===== config.mk =====
export PLATFORM = sky130hd
export DESIGN_NAME = counter_sequencer
export DESIGN_NICKNAME = d
export VERILOG_FILES = /design/src/rtl/counter_seq_pkg.sv /design/src/rtl/counter_core.sv /design/src/rtl/counter_sequencer.sv
export SDC_FILE = /design/constraint.sdc
export NUM_CORES = 1
export LEC_CHECK = 0
export BUFFER_PORTS_ARGS = -buffer_cell sky130_fd_sc_hd__buf_4
export CORE_ASPECT_RATIO = 1.1
export CORE_MARGIN = 2
export CORE_UTILIZATION = 50
export DETAILED_ROUTE_END_ITERATION = 16
export PLACE_DENSITY = 0.74
export SLEW_MARGIN = 20
export SYNTH_ARGS = -nofsm -noshare
export SYNTH_HDL_FRONTEND = slang
export SYNTH_SLANG_ARGS = --single-unit

===== constraint.sdc =====
create_clock -name clk -period 2.9 [get_ports clk]
set_input_delay 0.58 -clock clk [delete_from_list [all_inputs] [get_ports clk]]
set_output_delay 0.58 -clock clk [all_outputs]
set_load 0.01 [all_outputs]

===== src/rtl/counter_seq_pkg.sv =====
// Shared definitions for the counter sequencer slice.
//   - seq_state_t : FSM state encoding, visible on the state port
//                   (IDLE=0, RUN=1, PAUSE=2, DONE=3).
//   - DEFAULT_WIDTH / DEFAULT_PRESCALE_W : default datapath and prescaler widths.
package counter_seq_pkg;

    localparam int DEFAULT_WIDTH      = 7;
    localparam int DEFAULT_PRESCALE_W = 4;

    typedef enum logic [1:0] {
        ST_IDLE  = 2'd0,
        ST_RUN   = 2'd1,
        ST_PAUSE = 2'd2,
        ST_DONE  = 2'd3
    } seq_state_t;

endpackage


===== src/rtl/counter_core.sv =====
// WIDTH-bit up-counter datapath driven by counter_sequencer.
// Ports:
//   clk       in  rising-edge clock
//   clear     in  synchronous clear (highest priority)
//   load      in  load q from load_val
//   inc       in  increment q (wraps modulo 2^WIDTH)
//   load_val  in  preload value
//   limit_r   in  frozen terminal count from the sequencer
//   q         out registered count
//   at_limit  out combinational q == limit_r
module counter_core
    import counter_seq_pkg::*;
#(
    parameter int WIDTH = DEFAULT_WIDTH
) (
    input  logic             clk,
    input  logic             clear,
    input  logic             load,
    input  logic             inc,
    input  logic [WIDTH-1:0] load_val,
    input  logic [WIDTH-1:0] limit_r,
    output logic [WIDTH-1:0] q,
    output logic             at_limit
);

    logic [WIDTH-1:0] q_r;

    // Count register: clear > load > increment.
    always_ff @(posedge clk) begin
        if (clear) begin
            q_r <= {WIDTH{1'b0}};
        end else if (load) begin
            q_r <= load_val;
        end else if (inc) begin
            q_r <= q_r + {{(WIDTH-1){1'b0}}, 1'b1};
        end else begin
            q_r <= q_r;
        end
    end

    assign q        = q_r;
    assign at_limit = (q_r == limit_r);

endmodule


===== src/rtl/counter_sequencer.sv =====
// Control FSM sequencing a counter_core: start/stop/resume, preload,
// programmable terminal count and one-shot / auto-reload operation.
// Optional feature macro: COUNTER_SEQ_PRESCALE_EN (adds the prescale port;
// an advance step then happens once every prescale+1 RUN cycles).
// Ports:
//   clk, reset   clock and synchronous active-high reset
//   start        start (IDLE), resume (PAUSE), restart (DONE)
//   stop         pause (RUN), abort and clear (PAUSE/DONE)
//   load         preload q from load_val (IDLE/PAUSE only)
//   load_val     preload value
//   limit        terminal count, captured on start from IDLE/DONE
//   auto_reload  1: wrap to 0 at terminal and keep running, 0: one-shot
//   prescale     (macro only) advance divider
//   q            registered count
//   busy         1 while in RUN
//   done         one-cycle pulse after each terminal event
//   state        FSM state (IDLE=0, RUN=1, PAUSE=2, DONE=3)
module counter_sequencer
    import counter_seq_pkg::*;
#(
    parameter int WIDTH      = DEFAULT_WIDTH,
    parameter int PRESCALE_W = DEFAULT_PRESCALE_W
) (
    input  logic                  clk,
    input  logic                  reset,
    input  logic                  start,
    input  logic                  stop,
    input  logic                  load,
    input  logic [WIDTH-1:0]      load_val,
    input  logic [WIDTH-1:0]      limit,
    input  logic                  auto_reload,
`ifdef COUNTER_SEQ_PRESCALE_EN
    input  logic [PRESCALE_W-1:0] prescale,
`endif
    output logic [WIDTH-1:0]      q,
    output logic                  busy,
    output logic                  done,
    output logic [1:0]            state
);

    seq_state_t            state_r;
    seq_state_t            state_nxt_s;
    logic [WIDTH-1:0]      limit_r;
    logic                  done_r;
    logic                  busy_r;
    logic [PRESCALE_W-1:0] pre_r;
    logic [PRESCALE_W-1:0] prescale_s;
    logic                  step_s;
    logic                  at_limit_s;
    logic                  clr_s;
    logic                  ld_s;
    logic                  inc_s;
    logic                  lim_ld_s;
    logic                  done_nxt_s;
    logic                  pre_clr_s;
    logic                  pre_inc_s;

`ifdef COUNTER_SEQ_PRESCALE_EN
    assign prescale_s = prescale;
`else
    // A zero divider gives one advance step per RUN cycle; the prescaler
    // then reduces to a constant and is removed by synthesis.
    assign prescale_s = {PRESCALE_W{1'b0}};
`endif

    assign step_s = (pre_r == prescale_s);

    // Next-state and datapath command decode; stop > load > start.
    always_comb begin
        state_nxt_s = state_r;
        clr_s       = 1'b0;
        ld_s        = 1'b0;
        inc_s       = 1'b0;
        lim_ld_s    = 1'b0;
        done_nxt_s  = 1'b0;
        pre_clr_s   = 1'b1;
        pre_inc_s   = 1'b0;
        case (state_r)
            ST_IDLE: begin
                if (stop) begin
                    state_nxt_s = ST_IDLE;
                end else if (load) begin
                    ld_s = 1'b1;
                end else if (start) begin
                    lim_ld_s    = 1'b1;
                    state_nxt_s = ST_RUN;
                end else begin
                    state_nxt_s = ST_IDLE;
                end
            end
            ST_RUN: begin
                if (stop) begin
                    state_nxt_s = ST_PAUSE;
                end else if (step_s) begin
                    if (at_limit_s) begin
                        // Terminal: pulse done, then reload or finish.
                        done_nxt_s = 1'b1;
                        if (auto_reload) begin
                            clr_s = 1'b1;
                        end else begin
                            state_nxt_s = ST_DONE;
                        end
                    end else begin
                        inc_s = 1'b1;
                    end
                end else begin
                    pre_clr_s = 1'b0;
                    pre_inc_s = 1'b1;
                end
            end
            ST_PAUSE: begin
                if (stop) begin
                    clr_s       = 1'b1;
                    state_nxt_s = ST_IDLE;
                end else if (load) begin
                    ld_s = 1'b1;
                end else if (start) begin
                    state_nxt_s = ST_RUN;
                end else begin
                    state_nxt_s = ST_PAUSE;
                end
            end
            ST_DONE: begin
                // load is not honoured here, so it cannot block a restart.
                if (stop) begin
                    clr_s       = 1'b1;
                    state_nxt_s = ST_IDLE;
                end else if (start) begin
                    clr_s       = 1'b1;
                    lim_ld_s    = 1'b1;
                    state_nxt_s = ST_RUN;
                end else begin
                    state_nxt_s = ST_DONE;
                end
            end
            default: begin
                clr_s       = 1'b1;
                state_nxt_s = ST_IDLE;
            end
        endcase
    end

    // Control registers: state, frozen limit, done pulse, busy, prescaler.
    always_ff @(posedge clk) begin
        if (reset) begin
            state_r <= ST_IDLE;
            limit_r <= {WIDTH{1'b0}};
            done_r  <= 1'b0;
            busy_r  <= 1'b0;
            pre_r   <= {PRESCALE_W{1'b0}};
        end else begin
            state_r <= state_nxt_s;
            done_r  <= done_nxt_s;
            busy_r  <= (state_nxt_s == ST_RUN);
            if (lim_ld_s) begin
                limit_r <= limit;
            end else begin
                limit_r <= limit_r;
            end
            if (pre_clr_s) begin
                pre_r <= {PRESCALE_W{1'b0}};
            end else if (pre_inc_s) begin
                pre_r <= pre_r + {{(PRESCALE_W-1){1'b0}}, 1'b1};
            end else begin
                pre_r <= pre_r;
            end
        end
    end

    counter_core #(
        .WIDTH(WIDTH)
    ) u_core (
        .clk      (clk),
        .clear    (reset | clr_s),
        .load     (ld_s),
        .inc      (inc_s),
        .load_val (load_val),
        .limit_r  (limit_r),
        .q        (q),
        .at_limit (at_limit_s)
    );

    assign busy  = busy_r;
    assign done  = done_r;
    assign state = state_r;

endmodule

## Word-level counts from Yosys, hierarchy flattened

Cells that the tools add are included.

- Word-level logic and storage cells: 63
- Bits in registers: 22
- Input bits: 20
- Output and inout port bits: 11

- Add/subtract/negate cells: 2
- Bitwise logic cells: 3
- Reductions and logical operators: 6
- Equal/unequal tests: 5
- Multiplexer cells: 41

Operators with widths:

| kind | count |
|---|---|
| 1-bit two-way mux | 25 |
| 2-bit two-way mux | 11 |
| 7-bit two-way mux | 2 |
| 2-bit case mux with 4 select lines | 1 |
| 7-bit by 1-bit adder with 7-bit output, second input constant | 1 |
| 7-bit == test | 1 |
| 4-bit by 1-bit adder with 4-bit output, second input constant | 1 |
| 2-bit by 1-bit == test with 1-bit output, second input constant | 2 |
| 2-bit == test, second input constant | 2 |
| 4-bit logical NOT | 1 |
| 2-bit OR reduction | 2 |
| 4-bit OR reduction | 1 |
| 1-bit case mux with 3 select lines | 1 |
| 2-bit logical NOT | 1 |
| 1-bit NOT | 2 |
| 1-bit case mux with 2 select lines | 1 |
| 2-bit nonzero test | 1 |
| 1-bit bitwise OR | 1 |

## Depth between registers and ports, before layout

- Depth after elaboration: 7
- Mapped depth: 7
- Mapped depth without buffers: 7

## Modules after synthesis

A second synthesis with hierarchy kept.

- Cell total of the unflattened synthesis: 134
- Area, all modules: 1260.0 um^2

By module, submodules not included:

| module | sequential area each (um^2) | area each (um^2) | times used | cells an instance |
|---|---|---|---|---|
| counter_sequencer | 300.3 | 830.8 | 1 | 85 |
| counter_core | 140.1 | 429.2 | 1 | 49 |

## Worst setup path before layout

Ideal clock, no wire load.

- Path kind: input to register
- Start point: input port stop
- End point: register state_r[1], in the netlist state[1]
- Stages: 6
- Path slack: 1.009 ns
- Buffers on the path: 1
- Arrival time: 1.825 ns
- Setup time: 0.066 ns
- Required time: 2.834 ns
- Cell sequence: clkbuf_1 or3b_2 o311a_1 a22o_1 a31oi_1 nor2b_1

- Cells in the longest elaborated chain, start to end: 2
- Elaborated cells on any way between the ends: 5
- Those cells by class: 5 x mux

Ends and longest elaborated chain:

| element | RTL line | source |
|---|---|---|
| from (decl) | counter_sequencer.sv:27 | `input logic stop,` |
| 2-bit two-way mux (on tied branches) | -- |  |
| 2-bit case mux with 4 select lines (*) | counter_sequencer.sv:78 | `case (state_r)` |
| to (signal assigned) | counter_sequencer.sv:152 | `state_r <= state_nxt_s;` |
| to (decl) | counter_sequencer.sv:41 | `seq_state_t state_r;` |

Mark *: on every way between the ends. The rest lies on a longest branch, timed or not.
A chain may end at the register's enable or synchronous reset.

## Worst setup path in the final report

- Start point: register u_core.q_r[0], in the netlist u_core.q[0]
- End point: register u_core.q_r[1], in the netlist u_core.q[1]

- Cells in the longest elaborated chain, start to end: 6
- Elaborated cells on any way between the ends: 14
- Those cells by class: 1 x add/sub; 1 x eq/ne; 10 x mux; 1 x bitwise; 1 x reduce/logical

Ends and longest elaborated chain:

| element | RTL line | source |
|---|---|---|
| from (decl) | counter_core.sv:26 | `logic [WIDTH-1:0] q_r;` |
| from (signal assigned) | counter_core.sv:31 | `q_r <= {WIDTH{1'b0}};` |
| from (signal assigned) | counter_core.sv:33 | `q_r <= load_val;` |
| from (signal assigned) | counter_core.sv:35 | `q_r <= q_r + {{(WIDTH-1){1'b0}}, 1'b1};` |
| 7-bit == test | counter_core.sv:42 | `assign at_limit = (q_r == limit_r);` |
| 1-bit two-way mux | counter_sequencer.sv:95 | `if (at_limit_s) begin` |
| 1-bit two-way mux | counter_sequencer.sv:94 | `end else if (step_s) begin` |
| 1-bit two-way mux | counter_sequencer.sv:92 | `if (stop) begin` |
| 1-bit case mux with 3 select lines / 1-bit two-way mux (equally long branches) | counter_sequencer.sv:78 |  |
| 1-bit bitwise OR / 2-bit nonzero test (equally long branches) | -- |  |

Parallel ways exist; a longest one is shown, timed or not. The select of a mux whose other input is x is not followed.

==> summary.md <==
| Metric | Value |
|---|---|
| DIE AREA | 2940 sq um |
| Initial antenna violation count | 0 |
| Worst path buffer plus inverter count | 0 |
| Chip Width | 51.9 microns |
| DRT antenna net count | 0 |
| GRT met1 Usage | 22.7% |
| Initial Utilization | 51.5% |
| Drt pass-1 iters | 4 |
| Crit Path Category | flop to flop |
| Mean Syn Cell Area | 8.81 sq um |
| FILL cells | 218 |
| Design area | 1540 sq um |
| Worst VDD drop | 0.292 mV |
| Clock skew | 0.00494 ns |
| DRC Markers | 0 |
| Top Ports | 31 |
| CP endpoint kind | flop |
| WP data arrival | 2.16 ns |
| Final setup viols | 0 |
| DP HPWL | 1.96 mm |
| Worst-Skew Late Latency | 0.30 ns |
| Status | completed |
| Root buffer cell | clkbuf_4 |
| Post-CTS Resized | 0 |
| #FFs+latches synth | 22 |
| Final Critical Period | 1.98 ns |
| Power, Total | 0.000600 W |
| Mapped Nets | 170 |
| Global routing's busiest layer | met2 |
| Worst-path clk slew | 0.11 ns |
| Vias in the first global route | 1,079 |
| Pin count of the biggest net entering global routing | 15 |
| Placed cell area | 1520 sq um |
| Final max-slew violation count | 0 |
| M3 GR Usage | 2.66% |
| DR vias/cell | 5.28 |
| First-pass GRT wire length | 4.39 mm |
| Area Growth Syn to Fin | 22.4% |
| Yosys top cell area share | 35.0% |
| Fin crit share | 68.4% |
| Fin util | 63.0% |
| Ant. Diodes | 0 |
| Leakage Power | 0.701 nW |
| CP max FO | 9 |
| GRT Resource Usage Total | 19.5% |
| Rel. slew slack | 60.6% |
| Initial DRC Count | 27 |
| WL/cell | 12.3 microns |
| Synth area leader | dfxtp_1 |
| Clock Tree Buf Depth | 2 |
| Worst Path Required | 3.07 ns |
| Synth area leaders | dfxtp_1 (35%), nor2_1 (7.4%), ha_1 (7.0%), mux2i_1 (6.4%), xor2_1 (5.6%) |
| RSZ-0062 raised after global routing | no |
| Delay-heaviest family, CP | simple AND/OR/NAND/NOR gates |
| CTS tree | done |
| Yosys cell types | 32 |
| Synth Instances | 143 |
| Die Span Y | 56.7 microns |
| Worst path slowest cell | nor4_4 |
| Crit path launch type | flop |
| Worst hold path type | flop to flop |
| Post-Route WL | 2.52 mm |
| GRT met2 Usage | 34.2% |
| Post-Syn Area | 1260 sq um |
| Pwr/cell area | 389 nW/um^2 |
| TritonCTS Buffers | 3 |
| Core area | 2450 sq um |
| Final hold vios | 0 |
| Layout cells sized above 1 | 24.1% |
| Crit path largest cell delay | 0.52 ns |
| Post-synthesis sequential area ratio | 35.0% |
| H-tree levels | 1 |
| Post-CTS setup buffers | 0 |
| GP Congestion | 0.849 |
| Total gr overflow | 0 |
| Setup TNS | 0 ns |
| # hold bufs at CTS | 0 |
| Fmax | 504 MHz |
| I/O Buffers | 30 |
| # rows | 19 |
| Vias | 1,082 |
| Syn. warnings | 0 |
| Crit path cell chain | xor2_1, nor4_4, nand2_2, o41ai_4, a211oi_1 |
| Max-cap violations | 0 |
| Worst-Margin Slew | 0.587 ns |
| Layout Nets | 203 |
| Sink Count | 22 |
==> flip-flops by register name, indices dropped and copies added (netlist names) <==
name      cells
busy          1
done          1
limit_r       7
pre_r         4
state         2
u_core.q      7
==> layout make-up <==
cell class	count	area (sq um)	area share (%)
inverters	7	26.3	1.70
multi-input cells	111	782	50.7
repair buffers	31	233	15.1
clock buffers	3	22.5	1.46
flip-flops and latches	22	440	28.5
well taps	31	38.8	2.51
==> metal layers <==
layer | part of all wire (%) | wire length, microns
met5 | 0 | 0
met4 | 1.7 | 42
met3 | 4.3 | 108
met2 | 51 | 1290
met1 | 43 | 1080
==> cells in the mapped netlist <==
cell / number
nand3_1: 7
nand4_1: 1
o311a_1: 1
a31oi_1: 1
a211oi_1: 9
mux2i_1: 8
clkbuf_1: 3
a2111oi_2: 1
nand2_1: 7
a22o_1: 1
nor2_1: 25
dfxtp_1: 22
nor4_4: 1
nor3_1: 2
o41ai_4: 1
nand2_2: 1
inv_1: 7
or2_2: 1
nand2b_1: 1
nor3_2: 1
xnor2_1: 7
a21oi_1: 6
ha_1: 7
o22ai_1: 1
and3_1: 1
o21bai_1: 1
or3b_2: 1
xor2_1: 8
nor3b_2: 1
nor2b_1: 6
o31ai_1: 1
o21ai_0: 2
==> cells in the final DEF, fill, tap and decap left out, drive strengths merged <==
| cell type | count |
|---|---|
| buf | 31 |
| o22ai | 1 |
| a22o | 1 |
| o31ai | 1 |
| inv | 7 |
| nor4 | 1 |
| clkbuf | 3 |
| o41ai | 1 |
| nor2 | 25 |
| nor3b | 1 |
| o311a | 1 |
| nand2 | 8 |
| a211oi | 9 |
| nand2b | 1 |
| or3b | 1 |
| mux2i | 8 |
| xor2 | 8 |
| o21bai | 1 |
| o21ai | 2 |
| xnor2 | 7 |
| a31oi | 1 |
| or2 | 1 |
| nand4 | 1 |
| a2111oi | 1 |
| and3 | 1 |
| nor3 | 3 |
| a21oi | 6 |
| nor2b | 6 |
| dfxtp | 22 |
| nand3 | 7 |
| ha | 7 |
==> logic make-up (layout without fill, tap and decap cells) <==
group / count (synthesis) / after routing / synth area share (%)
multiplexers: 8 / 8 / 6.36
XOR/XNOR: 15 / 15 / 10.4
adder cells (fa/ha/maj): 7 / 7 / 6.95
AO/OA/AOI/OAI: 25 / 25 / 15.6
flip-flops: 22 / 22 / 35.0
AND/OR/NAND/NOR: 56 / 56 / 22.7
buffers and inverters: 10 / 41 / 2.98
==> where the power goes <==
group,switching [W],total (W),leakage [nW],internal (W)
Combinational,0.0000693,0.000134,0.508,0.0000645
Sequential,0.0000170,0.000331,0.179,0.000314
Clock,0.0000864,0.000135,0.0138,0.0000484
Total,0.000173,0.000600,0.701,0.000427
==> path summary, 6_finish.rpt <==
check | from | endpoint | slack, ns | depth (start not counted)
worst max-delay path | u_core.q[0] | u_core.q[1] | 0.92 | 5
worst min-delay path | pre_r[0] | pre_r[0] | 0.48 | 1
worst max register to register | u_core.q[0] | u_core.q[1] | 0.92 | 5
worst min register to register | pre_r[0] | pre_r[0] | 0.48 | 1
==> metrics by stage <==
stage          hold WS (ns)  cells  worst slack, ns
2_1_floorplan         0.430    143             1.01
3_3_place_gp          0.452    202            0.978
3_5_place_dp          0.456    202            0.925
4_1_cts               0.480    205            0.905
5_1_grt               0.502    205            0.704
6_report              0.477    205            0.916
No activity file was read; power rests on OpenSTA's default activity.
